### config.mk
export PLATFORM = sky130hd
export DESIGN_NAME = ro_puf_challenger
export DESIGN_NICKNAME = d
export VERILOG_FILES = /design/src/rtl/ro_puf_challenger.sv
export SDC_FILE = /design/constraint.sdc
export NUM_CORES = 1
export LEC_CHECK = 0
export CAP_MARGIN = 25
export CORE_MARGIN = 1
export CORE_UTILIZATION = 40
export CTS_CLUSTER_DIAMETER = 200
export DETAILED_ROUTE_END_ITERATION = 16
export GPL_ROUTABILITY_DRIVEN = 0
export HOLD_SLACK_MARGIN = 0.05
export PLACE_DENSITY = 0.63
export SKIP_CTS_REPAIR_TIMING = 1
export SLEW_MARGIN = 30
export SYNTH_ARGS = -nofsm -noshare
export SYNTH_HDL_FRONTEND = slang
export SYNTH_SLANG_ARGS = --single-unit
### constraint.sdc
create_clock -name clk -period 6.54 [get_ports clk]
set_clock_uncertainty 0.1 [all_clocks]
set_input_delay 0.654 -clock clk [delete_from_list [all_inputs] [get_ports clk]]
set_output_delay 0.654 -clock clk [all_outputs]
set_load 0.02 [all_outputs]
### src/rtl/ro_puf_challenger.sv
// Ring-oscillator PUF challenger: LFSR-driven challenge pairs, windowed edge counting,
// response collection and Hamming-distance check. Optional tie counter: PUF_TIE_FLAG_EN.
module ro_puf_challenger #(
  parameter int RESP_BITS  = 16,
  parameter int CNT_W      = 16,
  parameter int SETTLE_CYC = 8,
  parameter int WINDOW_CYC = 256
) (
  input  logic                 clk,
  input  logic                 rst_n,
  input  logic                 start,
  input  logic [7:0]           seed,
  input  logic [RESP_BITS-1:0] expected,
  input  logic [7:0]           hd_threshold,
  input  logic                 osc_a,
  input  logic                 osc_b,
  output logic [4:0]           sel_a,
  output logic [4:0]           sel_b,
  output logic                 osc_en,
  output logic                 busy,
  output logic                 done,
  output logic [RESP_BITS-1:0] response,
  output logic                 pass,
  output logic [7:0]           tie_cnt
);

  localparam int TMR_MAX = (SETTLE_CYC > WINDOW_CYC) ? SETTLE_CYC : WINDOW_CYC;
  localparam int TMR_W   = $clog2(TMR_MAX + 1);
  localparam int IDX_W   = $clog2(RESP_BITS);
  localparam int HD_W    = $clog2(RESP_BITS + 1);

  localparam logic [TMR_W-1:0] SETTLE_LAST = TMR_W'(SETTLE_CYC - 1);
  localparam logic [TMR_W-1:0] WINDOW_LAST = TMR_W'(WINDOW_CYC - 1);
  localparam logic [IDX_W-1:0] IDX_LAST    = IDX_W'(RESP_BITS - 1);
  localparam logic [CNT_W-1:0] CNT_MAX     = {CNT_W{1'b1}};

  typedef enum logic [2:0] {
    ST_IDLE    = 3'd0,
    ST_SETTLE  = 3'd1,
    ST_MEASURE = 3'd2,
    ST_COMPARE = 3'd3,
    ST_NEXT    = 3'd4,
    ST_CHECK   = 3'd5,
    ST_DONE    = 3'd6
  } state_t;

  function automatic logic [HD_W-1:0] popcount(input logic [RESP_BITS-1:0] v);
    logic [HD_W-1:0] c;
    c = {HD_W{1'b0}};
    for (int i = 0; i < RESP_BITS; i++) begin
      c = c + HD_W'(v[i]);
    end
    return c;
  endfunction

  function automatic logic [7:0] lfsr_step(input logic [7:0] l);
    return {l[6:0], l[7] ^ l[5] ^ l[4] ^ l[3]};
  endfunction

  state_t                 state_r, state_next_s;
  logic [7:0]             lfsr_r;
  logic [4:0]             sel_a_r, sel_b_r;
  logic                   osc_en_r, busy_r, done_r, pass_r;
  logic [RESP_BITS-1:0]   response_r;
  logic [IDX_W-1:0]       bit_idx_r;
  logic [TMR_W-1:0]       timer_r;
  logic [CNT_W-1:0]       cnt_a_r, cnt_b_r;
  logic [2:0]             sync_a_r, sync_b_r;
  logic                   edge_a_s, edge_b_s, bit_s;
  logic [7:0]             seed_eff_s, lfsr_adv_s;
  logic [HD_W-1:0]        hd_s;

  assign seed_eff_s = (seed == 8'h00) ? 8'hA5 : seed;
  assign lfsr_adv_s = lfsr_step(lfsr_r);
  assign edge_a_s   = sync_a_r[1] & ~sync_a_r[2];
  assign edge_b_s   = sync_b_r[1] & ~sync_b_r[2];
  assign bit_s      = (cnt_a_r > cnt_b_r);
  assign hd_s       = popcount(response_r ^ expected);

  // Two-flop synchronizers followed by an edge-detect flop per oscillator
  always_ff @(posedge clk or negedge rst_n) begin
    if (!rst_n) begin
      sync_a_r <= 3'b000;
      sync_b_r <= 3'b000;
    end else begin
      sync_a_r <= {sync_a_r[1:0], osc_a};
      sync_b_r <= {sync_b_r[1:0], osc_b};
    end
  end

  // State register
  always_ff @(posedge clk or negedge rst_n) begin
    if (!rst_n) begin
      state_r <= ST_IDLE;
    end else begin
      state_r <= state_next_s;
    end
  end

  // Next-state logic
  always_comb begin
    state_next_s = state_r;
    case (state_r)
      ST_IDLE: begin
        if (start) state_next_s = ST_SETTLE;
        else       state_next_s = ST_IDLE;
      end
      ST_SETTLE: begin
        if (timer_r == SETTLE_LAST) state_next_s = ST_MEASURE;
        else                        state_next_s = ST_SETTLE;
      end
      ST_MEASURE: begin
        if (timer_r == WINDOW_LAST) state_next_s = ST_COMPARE;
        else                        state_next_s = ST_MEASURE;
      end
      ST_COMPARE: state_next_s = ST_NEXT;
      ST_NEXT: begin
        if (bit_idx_r == IDX_LAST) state_next_s = ST_CHECK;
        else                       state_next_s = ST_SETTLE;
      end
      ST_CHECK: state_next_s = ST_DONE;
      ST_DONE:  state_next_s = ST_IDLE;
      default:  state_next_s = ST_IDLE;
    endcase
  end

  // Phase timer restarts on every state change
  always_ff @(posedge clk or negedge rst_n) begin
    if (!rst_n) begin
      timer_r <= {TMR_W{1'b0}};
    end else if ((state_next_s != state_r) || (state_r == ST_IDLE)) begin
      timer_r <= {TMR_W{1'b0}};
    end else begin
      timer_r <= timer_r + TMR_W'(1'b1);
    end
  end

  // Saturating edge counters: cleared while settling, counting only in the window
  always_ff @(posedge clk or negedge rst_n) begin
    if (!rst_n) begin
      cnt_a_r <= {CNT_W{1'b0}};
      cnt_b_r <= {CNT_W{1'b0}};
    end else begin
      case (state_r)
        ST_SETTLE: begin
          cnt_a_r <= {CNT_W{1'b0}};
          cnt_b_r <= {CNT_W{1'b0}};
        end
        ST_MEASURE: begin
          if (edge_a_s && (cnt_a_r != CNT_MAX)) cnt_a_r <= cnt_a_r + CNT_W'(1'b1);
          if (edge_b_s && (cnt_b_r != CNT_MAX)) cnt_b_r <= cnt_b_r + CNT_W'(1'b1);
        end
        default: begin
          cnt_a_r <= cnt_a_r;
          cnt_b_r <= cnt_b_r;
        end
      endcase
    end
  end

  // Challenge generator, response shift register, bit index and pass verdict
  always_ff @(posedge clk or negedge rst_n) begin
    if (!rst_n) begin
      lfsr_r     <= 8'hA5;
      sel_a_r    <= 5'h00;
      sel_b_r    <= 5'h1F;
      response_r <= {RESP_BITS{1'b0}};
      bit_idx_r  <= {IDX_W{1'b0}};
      pass_r     <= 1'b0;
    end else begin
      case (state_r)
        ST_IDLE: begin
          if (start) begin
            lfsr_r     <= seed_eff_s;
            sel_a_r    <= seed_eff_s[4:0];
            sel_b_r    <= ~seed_eff_s[4:0];
            response_r <= {RESP_BITS{1'b0}};
            bit_idx_r  <= {IDX_W{1'b0}};
            pass_r     <= 1'b0;
          end
        end
        ST_COMPARE: response_r <= {response_r[RESP_BITS-2:0], bit_s};
        ST_NEXT: begin
          lfsr_r    <= lfsr_adv_s;
          sel_a_r   <= lfsr_adv_s[4:0];
          sel_b_r   <= ~lfsr_adv_s[4:0];
          bit_idx_r <= bit_idx_r + IDX_W'(1'b1);
        end
        ST_CHECK: pass_r <= ({{(8-HD_W){1'b0}}, hd_s} <= hd_threshold);
        default: begin
          lfsr_r <= lfsr_r;
        end
      endcase
    end
  end

  // Status outputs registered from the upcoming state
  always_ff @(posedge clk or negedge rst_n) begin
    if (!rst_n) begin
      osc_en_r <= 1'b0;
      busy_r   <= 1'b0;
      done_r   <= 1'b0;
    end else begin
      osc_en_r <= (state_next_s == ST_SETTLE) || (state_next_s == ST_MEASURE);
      busy_r   <= (state_next_s != ST_IDLE);
      done_r   <= (state_next_s == ST_DONE);
    end
  end

`ifdef PUF_TIE_FLAG_EN
  logic [7:0] tie_cnt_r;

  // Saturating count of equal-count comparisons in the current run
  always_ff @(posedge clk or negedge rst_n) begin
    if (!rst_n) begin
      tie_cnt_r <= 8'h00;
    end else if ((state_r == ST_IDLE) && start) begin
      tie_cnt_r <= 8'h00;
    end else if ((state_r == ST_COMPARE) && (cnt_a_r == cnt_b_r) && (tie_cnt_r != 8'hFF)) begin
      tie_cnt_r <= tie_cnt_r + 8'h01;
    end else begin
      tie_cnt_r <= tie_cnt_r;
    end
  end

  assign tie_cnt = tie_cnt_r;
`else
  assign tie_cnt = 8'h00;
`endif

  assign sel_a    = sel_a_r;
  assign sel_b    = sel_b_r;
  assign osc_en   = osc_en_r;
  assign busy     = busy_r;
  assign done     = done_r;
  assign response = response_r;
  assign pass     = pass_r;

endmodule

; ---- Yosys cells after proc, flatten, opt, wreduce, memory -nomap -nowiden
; Cells that the tools add are included.
[totals]
out_inout_bits = 38
wordCells = 102
input_bits = 37
reg_bits = 92
[classes]
order_cmp = 2
eq_ne = 17
bitwise = 10
n_mux = 23
n_reduce_logical = 16
add_sub_neg = 19
[ops]
columns = op, count
row1 = 16-bit case mux with 2 select lines, 3
row2 = 5-bit by 1-bit adder with 5-bit output, 11
row3 = 16-bit 2-to-1 mux, 3
row4 = "16-bit by 1-bit adder with 16-bit output, second input constant", 2
row5 = "16-bit inequality test, second input constant", 2
row6 = 5-bit case mux with 2 select lines, 2
row7 = 3-bit case mux with 6 select lines, 1
row8 = 16-bit greater-than comparator, 1
row9 = 8-bit 2-to-1 mux, 2
row10 = 8-bit case mux with 2 select lines, 1
row11 = 16-bit XOR, 1
row12 = 5-bit 2-to-1 mux, 2
row13 = 5-bit inverter, 2
row14 = 2-bit AND reduction, 5
row15 = "9-bit by 1-bit adder with 9-bit output, second input constant", 1
row16 = "3-bit by 2-bit equality test with 1-bit output, second input constant", 3
row17 = "3-bit equality test, second input constant", 3
row18 = "9-bit by 3-bit equality test with 1-bit output, second input constant", 1
row19 = "9-bit by 8-bit equality test with 1-bit output, second input constant", 1
row20 = 9-bit 2-to-1 mux, 1
row21 = 5-bit by 8-bit <= comparator with 1-bit output, 1
row22 = 8-bit logical NOT, 1
row23 = 4-bit case mux with 2 select lines, 1
row24 = 2-bit nonzero test, 4
row25 = 21 further kinds, 32

; ---- Logic depth before layout (Yosys ltp)
[logic_depth]
depth_word = 18
mapped_depth = 16
mapped_depth_nobuf = 16

; ---- Worst setup path after synthesis
; OpenSTA, ideal clock, no wires.
[synth_path]
path_kind = in2reg
from = input expected[0]
to = register pass_r, in the netlist pass
path_stages = 14
path_slack_ns = 1.769
setup_time_ns = 0.136
arrival_time_ns = 4.535
required_ns = 6.304
path_buffers = 0
path_cell_list = xnor2_1 fa_1 fa_1 fa_1 inv_1 fa_1 ha_1 inv_1 fa_1 xnor2_1 ha_1 and4_1 a2111oi_0 a31oi_1
[synth_via]
elab_chain_len = 18
[synth_lines]
columns = element, line
row1 = "start, declared", 13  ; input logic [RESP_BITS-1:0] expected,
row2 = 16-bit XOR, 78  ; assign hd_s = popcount(response_r ^ expected);
row3 = 1-bit by 1-bit adder with 2-bit output, 51  ; c = c + HD_W'(v[i]);
row4 = 2-bit by 1-bit adder with 3-bit output, 51
row5 = 3-bit by 1-bit adder with 4-bit output, 51
row6 = 4-bit by 1-bit adder with 5-bit output, 51
row7 = 5-bit by 1-bit adder with 5-bit output (11 in a row), 51
row8 = 5-bit by 8-bit <= comparator with 1-bit output, 189  ; ST_CHECK: pass_r <= ({{(8-HD_W){1'b0}}, hd_s} <= hd_threshold);
row9 = 1-bit case mux with 2 select lines, 171  ; case (state_r)
row10 = "end signal, assigned", 189
row11 = "end, declared", 63  ; logic osc_en_r, busy_r, done_r, pass_r;
; No other way between the ends.
; A chain may end at the register's enable or synchronous reset.

; ---- Worst setup path in the final report
; Same ends and word-level chain as after synthesis.

==> impl_metrics.json <==
{
  "status": "finished clean",
  "rsz0062_at_grt": "no",
  "finalSetupViolations": 0,
  "pwr-share-comb_pct": 24.5,
  "cp_slowest_cell": "fa_1",
  "period_share_pct": 79.1,
  "vias": 4001,
  "layout_common_cells": "dfrtp_1 (80), clkdlybuf4s50_1 (65), nand2_1 (57), nor2_1 (46), inv_1 (38)",
  "required_ns": 6.67,
  "maxSlewHeadroom_pct": 46.7,
  "fin_util_pct": 50.0,
  "die_y_microns": 116,
  "arrival_ns": 5.30,
  "worstSetupStartpoint": "expected[0]",
  "cap_violations": 0,
  "timing.final.hold_violations": 0,
  "power.switching_w": 0.000480,
  "reg2reg_depth": 14,
  "drtIter0Drc": 246,
  "drv_slew": 0,
  "path_clk_slew_ns": 0.07,
  "synthArstFlopShare_pct": 100,
  "wl_per_cell_microns": 15.1,
  "irDropWorstVdd_v": 0.000189,
  "grt_pass1_vias": 3855,
  "post-route-min-period_ns": 5.18,
  "synth-edff-count": 0,
  "fin_setup_tns_ns": 0,
  "antenna_found_initial": 0,
  "synth-seq-area-share_pct": 43.1,
  "met1Wirelength_microns": 5520,
  "drive_gt1_share_pct": 6.33,
  "p_leak_nw": 2.80,
  "routed.top_layer": "met4",
  "yosysWarnings": 0,
  "seq_power_share_pct": 39.3,
  "vias_per_cell": 5.18,
  "ys_ff_latch": 89,
  "crit_path_max_fanout": 2,
  "cpPeakStageDelay_ns": 0.54,
  "dr_wl_met3_microns": 501,
  "worstMarginPinSlew_ns": 0.799,
  "fp.dieArea_sq_um": 13400,
  "synth_top_area_share_pct": 38.5,
  "grt_max_degree": 53,
  "rows": 41,
  "hp-class": "primary input to async pin",
  "dr.pass1.iters": 4,
  "io_buffers": 66,
  "syn2layout_area_growth_pct": 21.5,
  "clock_path_buffers": 2,
  "synth.area.top_cells": "dfrtp_1 (39%), ha_1 (7.5%), xnor2_1 (5.7%)",
  "path_delay_family": "adder cells",
  "clock_latency_ns": 0.36,
  "r2r-end": "pass",
  "area.sequential_sq_um": 2240,
  "fp.dieW_microns": 116,
  "nNetsFinal": 673,
  "syn_avg_cell_area_sq_um": 9.75,
  "power.share.clock_pct": 36.2,
  "routed_wl_microns": 11600,
  "critPathKind": "primary input to flip-flop",
  "gr-usage-all-layers_pct": 18.4,
  "dr_wl_met2_microns": 5490,
  "start_util_pct": 41.2,
  "multi_input_comb_area_sq_um": 2710,
  "grt_pass1_wl_microns": 19000,
  "yosys.cell_types.count": 50,
  "r2r-start": "response[0]",
  "cp.depth": 15,
  "cts_tree": "built",
  "r2r_slack_ns": 1.67,
  "htreeDepth": 3,
  "layout_commonest_cell": "dfrtp_1",
  "netlist_instances": 533,
  "start_kind": "primary input",
  "crit_end": "pass",
  "p_sw_share_pct": 30.3,
  "grt-ovfl-total": 0,
  "fmax_mhz": 193,
  "end_kind": "flip-flop",
  "crit_chain": "clkdlybuf4s50_1, xnor2_1, fa_1, fa_1, fa_1, inv_1, fa_1, ha_1, inv_1, fa_1, xnor2_1, ha_1, and4_1, a2111oi_0, a31oi_1",
  "ant_nets": 0,
  "p_int_w": 0.00111,
  "cp.buffers_inverters": 3,
  "clock_sinks": 89,
  "drc": 0,
  "powerDensity_nw_per_um2": 251,
  "fillers": 1134,
  "cts_buffers": 9,
  "crit_top_cell": "fa_1",
  "synthesis.area_sq_um": 5190,
  "synth_top_flop_cell": "dfrtp_1",
  "root_buffer": "clkbuf_16",
  "antenna_cells": 0,
  "core_sq_um": 12600,
  "yosys.area.top_type": "dfrtp_1",
  "pin_count": 75,
  "hpwl_microns": 8490
}
==> stage by stage <==
| stage | area (sq um) | hold WS (ns) | instances | worst slack [ns] | power (W) |
|---|---|---|---|---|---|
| global placement | 5980 | 0.242 | 756 | 1.11 | 0.000993 |
| global route | 6310 | 0.193 | 772 | 1.10 | 0.00168 |
| detailed placement | 5980 | 0.243 | 756 | 0.943 | 0.00102 |
| finish | 6310 | 0.161 | 772 | 1.36 | 0.00159 |
| CTS | 6310 | 0.170 | 772 | 1.31 | 0.00160 |
| floorplan | 5220 | 0.231 | 540 | 1.77 | 0.000908 |
==> logic make-up after synthesis <==
logic type / synth area share [%]
xor gates and xnor gates: 7.42
other: 0.0722
and+or+nand+nor: 18.5
DFF: 43.1
muxes: 1.54
adders and majority gates: 11.3
AOI/OAI and AO/OA: 12.6
buffers and inverters: 5.40
==> how the worst min path moves through the flow <==
stage | slack, ns | end
4_1_cts | 0.17 | bit_idx_r[1]
6_report | 0.16 | bit_idx_r[1]
3_5_place_dp | 0.24 | sync_b_r[1]
5_1_grt | 0.19 | sync_a_r[0]
3_3_place_gp | 0.24 | sync_b_r[1]
2_1_floorplan | 0.23 | sync_a_r[1]
==> final cells by class <==
type	count	area share, %
repair buffers	69	10.8
inverters	38	2.26
clock inverters	7	1.59
multi-input cells	388	42.9
clock buffers	9	3.57
flip-flops and latches	89	35.5
well taps	172	3.41
==> power by group through the flow <==
stage          logic [W]  registers, W  clock network [W]
6_report        0.000388      0.000623           0.000575
5_1_grt         0.000446      0.000627           0.000609
4_1_cts         0.000393      0.000621           0.000589
3_5_place_dp    0.000389      0.000631                  0
3_3_place_gp    0.000365      0.000629                  0
2_1_floorplan   0.000289      0.000619                  0
==> layer usage <==
layer	global-route usage (%)	up-vias
met5	0	-
met4	4.87	0
met3	5.44	15
met2	29.3	75
met1	24.5	1944
li1	-	1967
==> flip-flops by register name (all words and copies together) (netlist names) <==
register	flops
sel_a	2
response	16
sync_a_r	3
osc_en	1
cnt_b_r	16
sel_b	5
bit_idx_r	4
busy	1
sync_b_r	3
state_r	3
pass	1
done	1
timer_r	9
cnt_a_r	16
lfsr_r	8
==> synthesized netlist by cell type, types with 2 or more instances <==
cell type,instances
buf_2,2
a21oi_1,19
or4_1,7
dfstp_2,9
o21a_1,2
clkbuf_1,11
and2_1,2
a31oi_1,8
a22o_1,16
nand3_1,16
fa_1,10
nor2b_1,5
a22oi_1,2
nand4_1,15
nand2b_1,3
and4_1,4
xnor2_1,34
xor2_1,10
a211oi_1,4
and3_1,12
ha_1,31
nand2_1,57
nor4_1,4
o21ai_0,23
a2111oi_0,2
mux2i_1,8
nor2_1,47
nor3_2,2
o211ai_1,5
nor3b_1,2
inv_1,38
dfrtp_1,80
buf_4,11
nor3_1,5
a21o_1,11
o31ai_1,2
No activity file was read; power rests on OpenSTA's default activity.
==> RTL change (config.mk and constraints unchanged) <==
The output `done` loses its register stage (`done_r` becomes a continuous assignment).
--- a/src/rtl/ro_puf_challenger.sv
+++ b/src/rtl/ro_puf_challenger.sv
@@ -201,3 +201,2 @@
       busy_r   <= 1'b0;
-      done_r   <= 1'b0;
     end else begin
@@ -205,5 +204,6 @@
       busy_r   <= (state_next_s != ST_IDLE);
-      done_r   <= (state_next_s == ST_DONE);
-    end
-  end
+    end
+  end
+
+  assign done_r = (state_next_s == ST_DONE);
 
Check against the original RTL: same outputs for any inputs over 10 cycles, from zero or initial values and one cycle with rst_n low; that may be too few to reach the edited logic, so the function may still have changed.
==> RTL change against the unedited design <==
Total power fell by 4.5%. Sequential cell count fell by 1. Clock power fell by 12%. First-iteration DRC count fell by 4.5%. Cell count fell by 0.13%. Cell area fell by 0.99%. Worst setup slack improved by 0.015 ns. Wire length fell by 2.7%. Synthesized area fell by 0.48%. Non-clock buffer count did not move. Critical endpoint unchanged.
==> RTL change: results (changes against the unedited design) <==
nets = 672 (was 673)
vias per cell = 5.23 (was 5.18)
n_diodes = 0 (unchanged)
Pleak = 2.77 nW (was 2.80 nW)
Worst-Margin Slew = 0.892 ns (was 0.799 ns)
Post-Syn Instances = 532 (was 533)
vias in the first global route = 3930 (was 3855)
crit path DAT = 5.27 ns (was 5.30 ns)
P_int = 1.07 mW (was 1.11 mW)
drt initial violations = 235 (was 246)
DR pass1 iterations = 5 (was 4)
antenna violations before repair = 0 (unchanged)
WL/cell = 14.7 microns (was 15.1 microns)
fin crit period = 5.16 ns (was 5.18 ns)
clock buffers = 13 (was 9)
Cell Area, Placed = 5960 sq um (was 5980 sq um)
Multi-input gate area = 2710 sq um (about the same)
Vias = 4031 (was 4001)
buffering overhead = 0.109 (was 0.108)
placed insts = 755 (was 756)
status = completed (unchanged)
CTS buffer count = 9 (unchanged)
multi-input gates = 388 (unchanged)
global-route wire length before repair = 18.8 mm (was 19.0 mm)
count of cell types in the netlist = 50 (unchanged)
post-placement setup slack = 1.03 ns (was 0.943 ns)
register share of the cell area = 0.354 (was 0.355)
Worst VDD drop = 0.137 mV (was 0.189 mV)
ys flop type = dfrtp_1 (unchanged)
register area share after synthesis = 0.428 (was 0.431)
All-Layer GR Usage = 0.181 (was 0.184)
clock buffer depth = 2 (unchanged)
hold slack = 0.156 ns (was 0.161 ns)
port bufs = 66 (unchanged)
bufs w/o clock = 69 (unchanged)
Worst path max stage delay = 0.55 ns
ClkCell Share = 0.0468 (was 0.0515)
post-DP HPWL = 8.35 mm (was 8.49 mm)
R2R setup slack = 1.63 ns (was 1.67 ns)
fin area = 6250 sq um (was 6310 sq um)
most common library cells after synthesis = dfrtp_1, nand2_1, nor2_1, inv_1, xnor2_1 (unchanged)
Area contributors post-synth = dfrtp_1, ha_1, xnor2_1 (unchanged)
largest net degree at the start of global routing = 54 (was 53)
num sequential = 88 (was 89)
fraction of layout cells with a size suffix above 1 = 0.0568 (was 0.0633)
hold crit path type = in -> async (unchanged)
Clk Latency, worst-skew pair = 0.34 ns (was 0.36 ns)
fill count = 1208 (was 1134)
==> RTL change: changes by cell type in the layout (fill, tap and decap cells not counted), sizes merged <==
cell,before,now
clkinvlp,0,1
clkinv,2,1
clkbuf,9,13
inv,41,38
dfrtp,80,79
bufinv,2,1
==> RTL change: cells by family (layout without fill, tap and decap cells) <==
kind of cell | after synthesis | count (layout) | synth area share
xor+xnor | 44 | 44 | 0.0745
buf+inv | 63 | 123 | 0.0542
other cells | 1 | 8 | 0.000725
compound gates | 99 | 99 | 0.127
flops | 88 | 88 | 0.428
mux | 8 | 8 | 0.0155
fa+ha+maj | 41 | 41 | 0.114
simple gates | 188 | 188 | 0.186
==> RTL change: worst paths after layout <==
kind	from	to	cells past startpoint
worst max-delay path	expected[1]	pass$_DFFE_PN0P_	15
worst min-delay path	rst_n	sync_a_r[0]$_DFF_PN0_	1
worst max register to register	response[1]$_DFFE_PN0P_	pass$_DFFE_PN0P_	14
worst min register to register	sync_b_r[0]$_DFF_PN0_	sync_b_r[1]$_DFF_PN0_	0
max in group asynchronous	rst_n	response[3]$_DFFE_PN0P_	2
min in group clk	sync_b_r[0]$_DFF_PN0_	sync_b_r[1]$_DFF_PN0_	0
==> RTL change: routing by layer <==
layer / GRT usage / wire, microns / part of all wire
met1: 0.236 / 5350 / 0.47
met2: 0.298 / 5430 / 0.48
met3: 0.0371 / 340 / 0.030
met4: 0.0667 / 203 / 0.018
met5: 0 / 0 / 0
==> RTL change: power groups by stage <==
stage          Combinational (mW)  Sequential (mW)  Clock (mW)
3_5_place_dp                0.392            0.624           0
4_1_cts                     0.393            0.615       0.525
6_report                    0.391            0.615       0.508
3_3_place_gp                0.363            0.623           0
2_1_floorplan               0.289            0.613           0
5_1_grt                     0.460            0.621       0.547
